`src/rtl/alu_seq.sv`:
```
// rtl/alu_seq.sv - accumulator sequencer driving a 4-bit combinational ALU
module alu_seq #(
  parameter logic [3:0] ACC_INIT = 4'b0000
) (
  input  logic       clk,
  input  logic       rst_n,
  input  logic       cmd_valid,
  output logic       cmd_ready,
  input  logic       cmd_load,
  input  logic [3:0] cmd_op,
  input  logic [3:0] cmd_b,
  input  logic [1:0] cmd_cnt,
  output logic       res_valid,
  input  logic       res_ready,
  output logic [3:0] res_acc,
  output logic       res_z,
  output logic       res_v,
  output logic       res_vs,
  output logic       alu_a0,
  output logic       alu_a1,
  output logic       alu_a2,
  output logic       alu_a3,
  output logic       alu_b0,
  output logic       alu_b1,
  output logic       alu_b2,
  output logic       alu_b3,
  output logic       alu_s0,
  output logic       alu_s1,
  output logic       alu_s2,
  output logic       alu_s3,
  input  logic       alu_y0,
  input  logic       alu_y1,
  input  logic       alu_y2,
  input  logic       alu_y3,
  input  logic       alu_z,
  input  logic       alu_v
);

  typedef enum logic [1:0] {IDLE, EXEC, DONE} state_t;

  state_t     state, state_nxt;
  logic [3:0] acc, op_q, b_q;
  logic [1:0] rem;
  logic       load_q, z_q, v_q, vs_q;
  logic [3:0] alu_y;
  logic       asr_again;

  // ALU pins are numbered MSB-first: pin 0 carries bit 3
  assign alu_y  = {alu_y0, alu_y1, alu_y2, alu_y3};
  assign alu_a0 = acc[3];
  assign alu_a1 = acc[2];
  assign alu_a2 = acc[1];
  assign alu_a3 = acc[0];
  assign alu_b0 = b_q[3];
  assign alu_b1 = b_q[2];
  assign alu_b2 = b_q[1];
  assign alu_b3 = b_q[0];
  assign alu_s0 = op_q[0];
  assign alu_s1 = op_q[1];
  assign alu_s2 = op_q[2];
  assign alu_s3 = op_q[3];

  assign res_acc = acc;
  assign res_z   = z_q;
  assign res_v   = v_q;
  assign res_vs  = vs_q;

  assign asr_again = op_q[3] && !load_q && (rem != 2'd0);

  always_comb begin
    state_nxt = state;
    cmd_ready = 1'b0;
    res_valid = 1'b0;
    case (state)
      IDLE: begin
        cmd_ready = rst_n;
        if (cmd_valid) state_nxt = EXEC;
      end
      EXEC: begin
        if (!asr_again) state_nxt = DONE;
      end
      DONE: begin
        res_valid = rst_n;
        if (res_ready) state_nxt = IDLE;
      end
      default: state_nxt = IDLE;
    endcase
  end

  always_ff @(posedge clk) begin
    if (!rst_n) begin
      state  <= IDLE;
      acc    <= ACC_INIT;
      z_q    <= (ACC_INIT == 4'b0000);
      v_q    <= 1'b0;
      vs_q   <= 1'b0;
      op_q   <= 4'b0000;
      b_q    <= 4'b0000;
      rem    <= 2'd0;
      load_q <= 1'b0;
    end else begin
      state <= state_nxt;
      case (state)
        IDLE: begin
          if (cmd_valid) begin
            op_q   <= cmd_op;
            b_q    <= cmd_b;
            rem    <= cmd_cnt;
            load_q <= cmd_load;
          end
        end
        EXEC: begin
          if (load_q) begin
            acc  <= b_q;
            z_q  <= (b_q == 4'b0000);
            v_q  <= 1'b0;
            vs_q <= 1'b0;
          end else begin
            acc  <= alu_y;
            z_q  <= alu_z;
            v_q  <= alu_v;
            vs_q <= vs_q | alu_v;
            if (asr_again) rem <= rem - 2'd1;
          end
        end
        default: ;
      endcase
    end
  end

endmodule

```
`config.mk`:
```
export PLATFORM = sky130hd
export DESIGN_NAME = alu_seq
export DESIGN_NICKNAME = d
export VERILOG_FILES = /design/src/rtl/alu_seq.sv
export SDC_FILE = /design/constraint.sdc
export NUM_CORES = 1
export LEC_CHECK = 0
export BUFFER_PORTS_ARGS = -buffer_cell sky130_fd_sc_hd__clkbuf_2
export CAP_MARGIN = 20
export CORE_MARGIN = 2
export CORE_UTILIZATION = 49
export DETAILED_ROUTE_END_ITERATION = 8
export PLACE_DENSITY_LB_ADDON = 0.12
export REMOVE_ABC_BUFFERS = 1
export SLEW_MARGIN = 20
export SYNTH_ARGS = -nofsm -noshare
export SYNTH_HDL_FRONTEND = slang
export SYNTH_SLANG_ARGS = --single-unit
```
`constraint.sdc`:
```
create_clock -name clk -period 2.5 [get_ports clk]
set_input_delay 0.25 -clock clk [delete_from_list [all_inputs] [get_ports clk]]
set_output_delay 0.25 -clock clk [all_outputs]
set_load 0.02 [all_outputs]
```
# Yosys cells after proc, flatten, opt, wreduce, memory -nomap -nowiden
# Index checks and enable logic that the tools add are counted.
dict set report word_totals {
  regBits 20
  out_inout_bits 21
  elab_cells 42
}
dict set report classes {
  add_sub_neg 1
  eq_ne 7
  mux 14
  bitwise_logic 1
  reduce_logical 10
}
# cell n
set op_table {}
lappend op_table {{$mux W2} 6}
lappend op_table {{$ne A2 B2 Y1 const B} 5}
lappend op_table {{$pmux W2 S3} 1}
lappend op_table {{$mux W1} 5}
lappend op_table {{$logic_not A4 Y1} 1}
lappend op_table {{$mux W4} 1}
lappend op_table {{$pmux W2 S2} 1}
lappend op_table {{$reduce_and A4 Y1} 1}
lappend op_table {{$reduce_bool A2 Y1} 2}
lappend op_table {{$reduce_and A3 Y1} 1}
lappend op_table {{$eq A2 B1 Y1 const B} 1}
lappend op_table {{$eq A2 B2 Y1 const B} 1}
lappend op_table {{$logic_and A1 B1 Y1} 2}
lappend op_table {{$logic_not A2 Y1} 1}
lappend op_table {{$reduce_and A2 Y1} 1}
lappend op_table {{$sub A2 B1 Y2 const B} 1}
lappend op_table {{$logic_not A1 Y1} 1}
lappend op_table {{$or A1 B1 Y1} 1}

# Longest topological paths before layout
# Gate-level depths: netlist of run 1.
dict set report depth {
  depth_word 6
  depth_mapped 6
  mapped_depth_nobuf 5
}

# Worst setup path before layout of run 1
# OpenSTA, ideal clock, no wires.
dict set report synth_path {
  path_kind {input -> output}
  start {in rst_n}
  end {out res_valid}
  t_arrival_ps 1033
  required_ps 2250
  path_slack_ps 1217
  cell_stages 3
  path_cell_list {inv_1 > clkbuf_1 > nor3b_1}
}
dict set report synth_between {
  elab_chain_cells 1
}
# element line
set synth_lines {}
lappend synth_lines {{start: declaration} 6} ;# input logic rst_n,
lappend synth_lines {{$mux W1} 74} ;# case (state)
lappend synth_lines {{end: declaration} 13} ;# output logic res_valid,
# Every way passes these cells.

# Final worst setup path of run 1
dict set report layout_path {
  start {reg state[0]}
  end {reg vs_q (netlist: res_vs)}
}
dict set report layout_between {
  elab_chain_cells 1
}
# element line
set layout_lines {}
lappend layout_lines {{start: declaration} 41} ;# state_t state, state_nxt;
lappend layout_lines {{start signal: assignment} 102} ;# state <= state_nxt;
lappend layout_lines {{$eq A2 B1 Y1} 103} ;# case (state)
lappend layout_lines {{end signal: assignment} 122} ;# vs_q <= vs_q | alu_v;
lappend layout_lines {{end: declaration} 44} ;# logic load_q, z_q, v_q, vs_q;
# Every way passes these cells.
# A chain may end at the register's enable or synchronous reset.

==> results.cfg, run 1 <==
[grt]
grt_overflow_total = 0
grt_usage = 0.1815
grt_antenna_before_repair = 0
grt_pass1_wl_um = 3263
grt_pass1_vias = 740
grt_max_degree = 19

[timing]
rsz0062_at_grt = no
fmax_mhz = 624.0
fin_skew_ns = 0.001868
setup_viol = 0
hold_viol = 0
worst_pin_slew_ns = 0.6212
drv_slew = 0
slew_headroom = 0.5840
period_share = 0.6410
fin_crit_ns = 1.602
fin_setup_tns_ns = 0

[logic_synthesis]
synthDistinctLibCells = 28
syn_area_per_cell_um2 = 9.719
synth_area_leader_cell = dfxtp_1
yosysSeqAreaShare = 0.4161
synth_seq_cells = 20
synth_top_area_frac = 0.4161
synth_edf_count = 0
ys_warn_count = 0
ys.flop_type = dfxtp_1
syn_area_um2 = 962.2
async_flop_share = 0
postSynthCellCount = 99
synth_area_leaders = dfxtp_1, mux2i_1, nor2_1

[floorplan]
core_area_um2 = 1902
die_area_um2 = 2334
start_util = 0.5059
die_h_um = 48.31
rows = 16
die_w_um = 48.31
ios = 42

[clock_network]
cts_tree = yes
post_cts_resized = 0
ctsLongestPathBuffers = 2
clk_latency_ns = 0.30
numCtsBuffers = 3
cts_hold_buf = 0
numClockSinks = 20
path_clk_slew_ns = 0.11
h-tree-depth = 1
post_cts_buffers = 0
cts_root_buf = clkbuf_4

[worst_setup_path]
worstSetupPathType = flop to flop
crit_path_end_kind = flop
worstPathArrival_ns = 1.83
required_ns = 2.73
crit_path_max_fanout = 16
worstSetupStartpointType = flop

[pwr]
p_per_area_nw_per_um2 = 612.6
power_leakage_uw = 0.0005375
ir_drop_mv = 0.3526

[routing]
ant_nets = 0
vias = 790
wirelength_um = 1877
drt_iter0_drc = 12
drc = 0
vias_per_cell = 4.877
first_pass_iters = 2
avgRoutedWirePerCell_um = 11.59

[cells_and_area]
fin_nets = 158
final_common_cell = clkbuf_2
final_util = 0.6125
drive_gt1_frac = 0.4000
area_growth_syn_to_layout_pct = 21.07
mostFrequentLayoutCells = clkbuf_2, dfxtp_1, nor2_1, mux2i_1
antennaDiodeCount = 0

[outcome]
status = finished clean

[job]
maxCapViolCount = 0

[hold_path]
hold_path.class = input port to flop

[placed_design]
gp_congestion = 0.7775
io_buffers = 41
dpl.hpwl_um = 1381
synthesized netlist by cell type, types with 3 or more instances:
master and n:
a211oi_1 4, nor2_1 15, inv_1 4, nand2_1 4, a211oi_2 4, mux2i_1 14
buf_4 4, dfxtp_1 20, a21oi_1 3, buf_6 4
worst max-delay path: stages, from the launching register on:
cell and delay, ns:
dfxtp_1 0.52, nor2b_2 0.61, a21oi_1 0.18, a211oi_2 0.22
sequential cells by signal (all words and copies together) (netlist names):
register,flops
res_acc,4
res_v,1
res_vs,1
rem,2
b_q,4
state,2
op_q,4
load_q,1
res_z,1
cells by family after synthesis:
group | Yosys count | share of synthesized area
AOI/OAI and AO/OA | 15 | 0.1300
adders and majority gates | 1 | 0.01300
buffers and inverters | 15 | 0.1066
DFF | 20 | 0.4161
muxes | 14 | 0.1456
and+or+nand+nor | 34 | 0.1886
where the power goes:
| part | total (uW) | internal [uW] | switching [uW] |
|---|---|---|---|
| clock | 185 | 88.9 | 96.5 |
| combinational | 162 | 71.4 | 90.2 |
| sequential | 367 | 343 | 24.1 |
| total | 714 | 503 | 211 |
cell type report:
cell class / count / area (um2)
fillers: 178 / 737.0
multi-input cells: 64 / 459.2
flip-flops and latches: 20 / 400.4
repair buffers: 43 / 220.2
clock buffers: 4 / 36.28
well taps: 27 / 33.78
inverters: 4 / 15.01
through the flow:
| step | area (um2) | total power [uW] | hold WS, ns | worst slack [ns] | std cells |
|---|---|---|---|---|---|
| 2_1_floorplan | 874.6 | 477.3 | 0.3262 | 1.016 | 88 |
| 3_3_place_gp | 1129 | 533.4 | 0.4392 | 1.001 | 158 |
| 3_5_place_dp | 1129 | 536.7 | 0.4561 | 0.9072 | 158 |
| 4_1_cts | 1165 | 725.3 | 0.1421 | 0.8813 | 162 |
| 5_1_grt | 1165 | 762.0 | 0.1587 | 0.7145 | 162 |
| 6_report | 1165 | 713.6 | 0.1489 | 0.8975 | 162 |
worst paths after layout:
kind              startpoint      to  slack (ns)  cells after the start
setup / recovery    state[0]  res_vs        0.90                      3
hold / removal         rst_n   res_z        0.15                      2
setup reg to reg    state[0]  res_vs        0.90                      3
hold reg to reg        res_v   res_v        0.47                      2
per-layer routing:
layer / track usage / vias to the layer above / share of wire
li1: - / 413 / -
met1: 0.2291 / 346 / 0.46
met2: 0.3009 / 26 / 0.46
met3: 0.03395 / 5 / 0.052
met4: 0.08571 / 0 / 0.020
met5: 0 / - / 0
No activity file was read; power rests on OpenSTA's default activity.
==> run 2, diff against run 1 <==
--- a/config.mk
+++ b/config.mk
@@ -8,7 +8,7 @@
 export BUFFER_PORTS_ARGS = -buffer_cell sky130_fd_sc_hd__clkbuf_2
 export CAP_MARGIN = 20
 export CORE_MARGIN = 2
-export CORE_UTILIZATION = 49
+export CORE_UTILIZATION = 46
 export DETAILED_ROUTE_END_ITERATION = 8
 export PLACE_DENSITY_LB_ADDON = 0.12
 export REMOVE_ABC_BUFFERS = 1
==> constraint.sdc (replaced) <==
create_clock -name clk -period 1.5 [get_ports clk]
set_input_delay 0.15 -clock clk [delete_from_list [all_inputs] [get_ports clk]]
set_output_delay 0.15 -clock clk [all_outputs]
set_load 0.02 [all_outputs]
==> results.cfg, run 2 (synthesized netlist as in run 1, its figures left out) <==
[hold_path]
holdPathEnd = res_z
whs_path_depth = 2
hp-start = rst_n
hold_path.class = input port to flop

[timing]
setup_viol = 0
fin_crit_ns = 1.335
period_share = 0.8899
hold_viol = 0
fin_skew_ns = 0.004783
slew_headroom = 0.7303
drv_slew = 0
fmax_mhz = 749.1
rsz0062_at_grt = no
worst_pin_slew_ns = 0.4041
fin_setup_tns_ns = 0

[routing]
wl_met1_um = 894
dr_wl_met3_um = 118
top_layer = met4
vias_per_cell = 4.866
first_pass_iters = 4
drc = 0
ant_nets = 0
met2WireLength_um = 861
wirelength_um = 1900
avgRoutedWirePerCell_um = 11.59
vias = 798
drt_iter0_drc = 10

[floorplan]
core_area_um2 = 1962
die_w_um = 49.74
die_h_um = 49.74
start_util = 0.4904
ios = 42
die_area_um2 = 2474
rows = 16

[worst_setup_path]
worstPathArrival_ns = 1.51
worstSetupStartpointType = flop
slowest_stage = or3b_1
r2r-end = rem[0]
worstSetupPathType = flop to flop
r2r-start = rem[0]
crit_path_end_kind = flop
path_delay_family = simple AND/OR/NAND/NOR gates
critPathBufInv = 1
critPathMaxStageDelay_ns = 0.38
path_cells = inv_1 -> ha_1 -> or3b_1 -> nand3_1 -> a31oi_1
ff2ff_setup_slack_ns = 0.17
crit_path_max_fanout = 3
rr_worst_depth = 5
required_ns = 1.68

[placed_design]
gp_congestion = 0.7188
place_area_um2 = 1151
io_buffers = 41
placed_cells = 161
dpl.hpwl_um = 1409

[grt]
grt_pass1_vias = 708
grt_usage = 0.1665
grt_antenna_before_repair = 0
grt_max_degree = 13
grt_overflow_total = 0
grt_pass1_wl_um = 3111

[cells_and_area]
mostFrequentLayoutCells = clkbuf_2, dfxtp_1, nor2_1, mux2i_1, buf_4
area_growth_syn_to_layout_pct = 22.50
final_cells = 164
drive_gt1_frac = 0.4161
final_util = 0.6008
final_common_cell = clkbuf_2
antennaDiodeCount = 0
final_area_um2 = 1179
fin_nets = 161

[pwr]
power_leakage_uw = 0.0005475
ir_drop_mv = 0.5397
p_per_area_nw_per_um2 = 964.5

[clock_network]
numCtsBuffers = 3
h-tree-depth = 1
cts_hold_buf = 0
clk_latency_ns = 0.29
cts_root_buf = clkbuf_4
ctsLongestPathBuffers = 2
path_clk_slew_ns = 0.11
numClockSinks = 20
cts_tree = yes

[job]
maxCapViolCount = 0

[outcome]
status = finished clean
==> run 2: cell count changes in the layout (fill, tap and decap cells not counted) <==
cell / change
nor3b_2: +1
nor3b_1: -1
clkbuf_8: -1
buf_4: +3
==> run 2: layout make-up <==
type                    count  area [um2]
fillers                   194       783.3
inverters                   4       15.01
well taps                  27       33.78
flip-flops and latches     20       400.4
clock buffers               3       22.52
repair buffers             46       242.7
multi-input cells          64       464.2
==> run 2: how the worst max path moves through the flow <==
stage	start	end	slack [ns]	depth (start not counted)
3_3_place_gp	rem[0]	rem[1]	0.17	5
6_report	rem[0]	rem[0]	0.17	5
4_1_cts	rem[0]	state[0]	0.05	5
2_1_floorplan	state[0]	load_q	0.02	3
5_1_grt	state[1]	res_valid	0.04	2
3_5_place_dp	rem[0]	rem[1]	0.08	5
==> run 2: where the power goes <==
| group | total [uW] | switching [uW] | internal (uW) |
|---|---|---|---|
| sequential | 605 | 34.4 | 571 |
| combinational | 286 | 159 | 127 |
| clock | 246 | 152 | 93.4 |
| total | 1140 | 345 | 792 |
==> run 2: per-layer routing <==
metal / vias to the layer above / global-route usage
met4: 0 / 0.08333
met3: 4 / 0.03939
met1: 353 / 0.2176
li1: 414 / -
met5: - / 0
met2: 27 / 0.2556
==> run 2: stage by stage <==
step / worst slack (ns) / power [uW] / hold slack [ns]
after floorplan: 0.01574 / 795.6 / 0.2262
after global placement: 0.1716 / 896.1 / 0.3490
after detailed placement: 0.07605 / 903.6 / 0.3471
after CTS: 0.05065 / 1148 / 0.03766
after global routing: 0.03996 / 1207 / 0.01977
final: 0.1651 / 1137 / 0.04150
==> run 2: repair_timing <==
action / 4_1_cts / 5_1_grt
setup endpoints to repair: 0 / 3
setup buffers: 0 / 0
resized for setup: 0 / 1
hold endpoints to repair: 0 / 0
==> run 2: worst register-to-register path, cell delays in order (launching register included) <==
cell and delay (ns):
dfxtp_1 0.37, inv_1 0.08, ha_1 0.22, or3b_1 0.38
nand3_1 0.10, a31oi_1 0.07
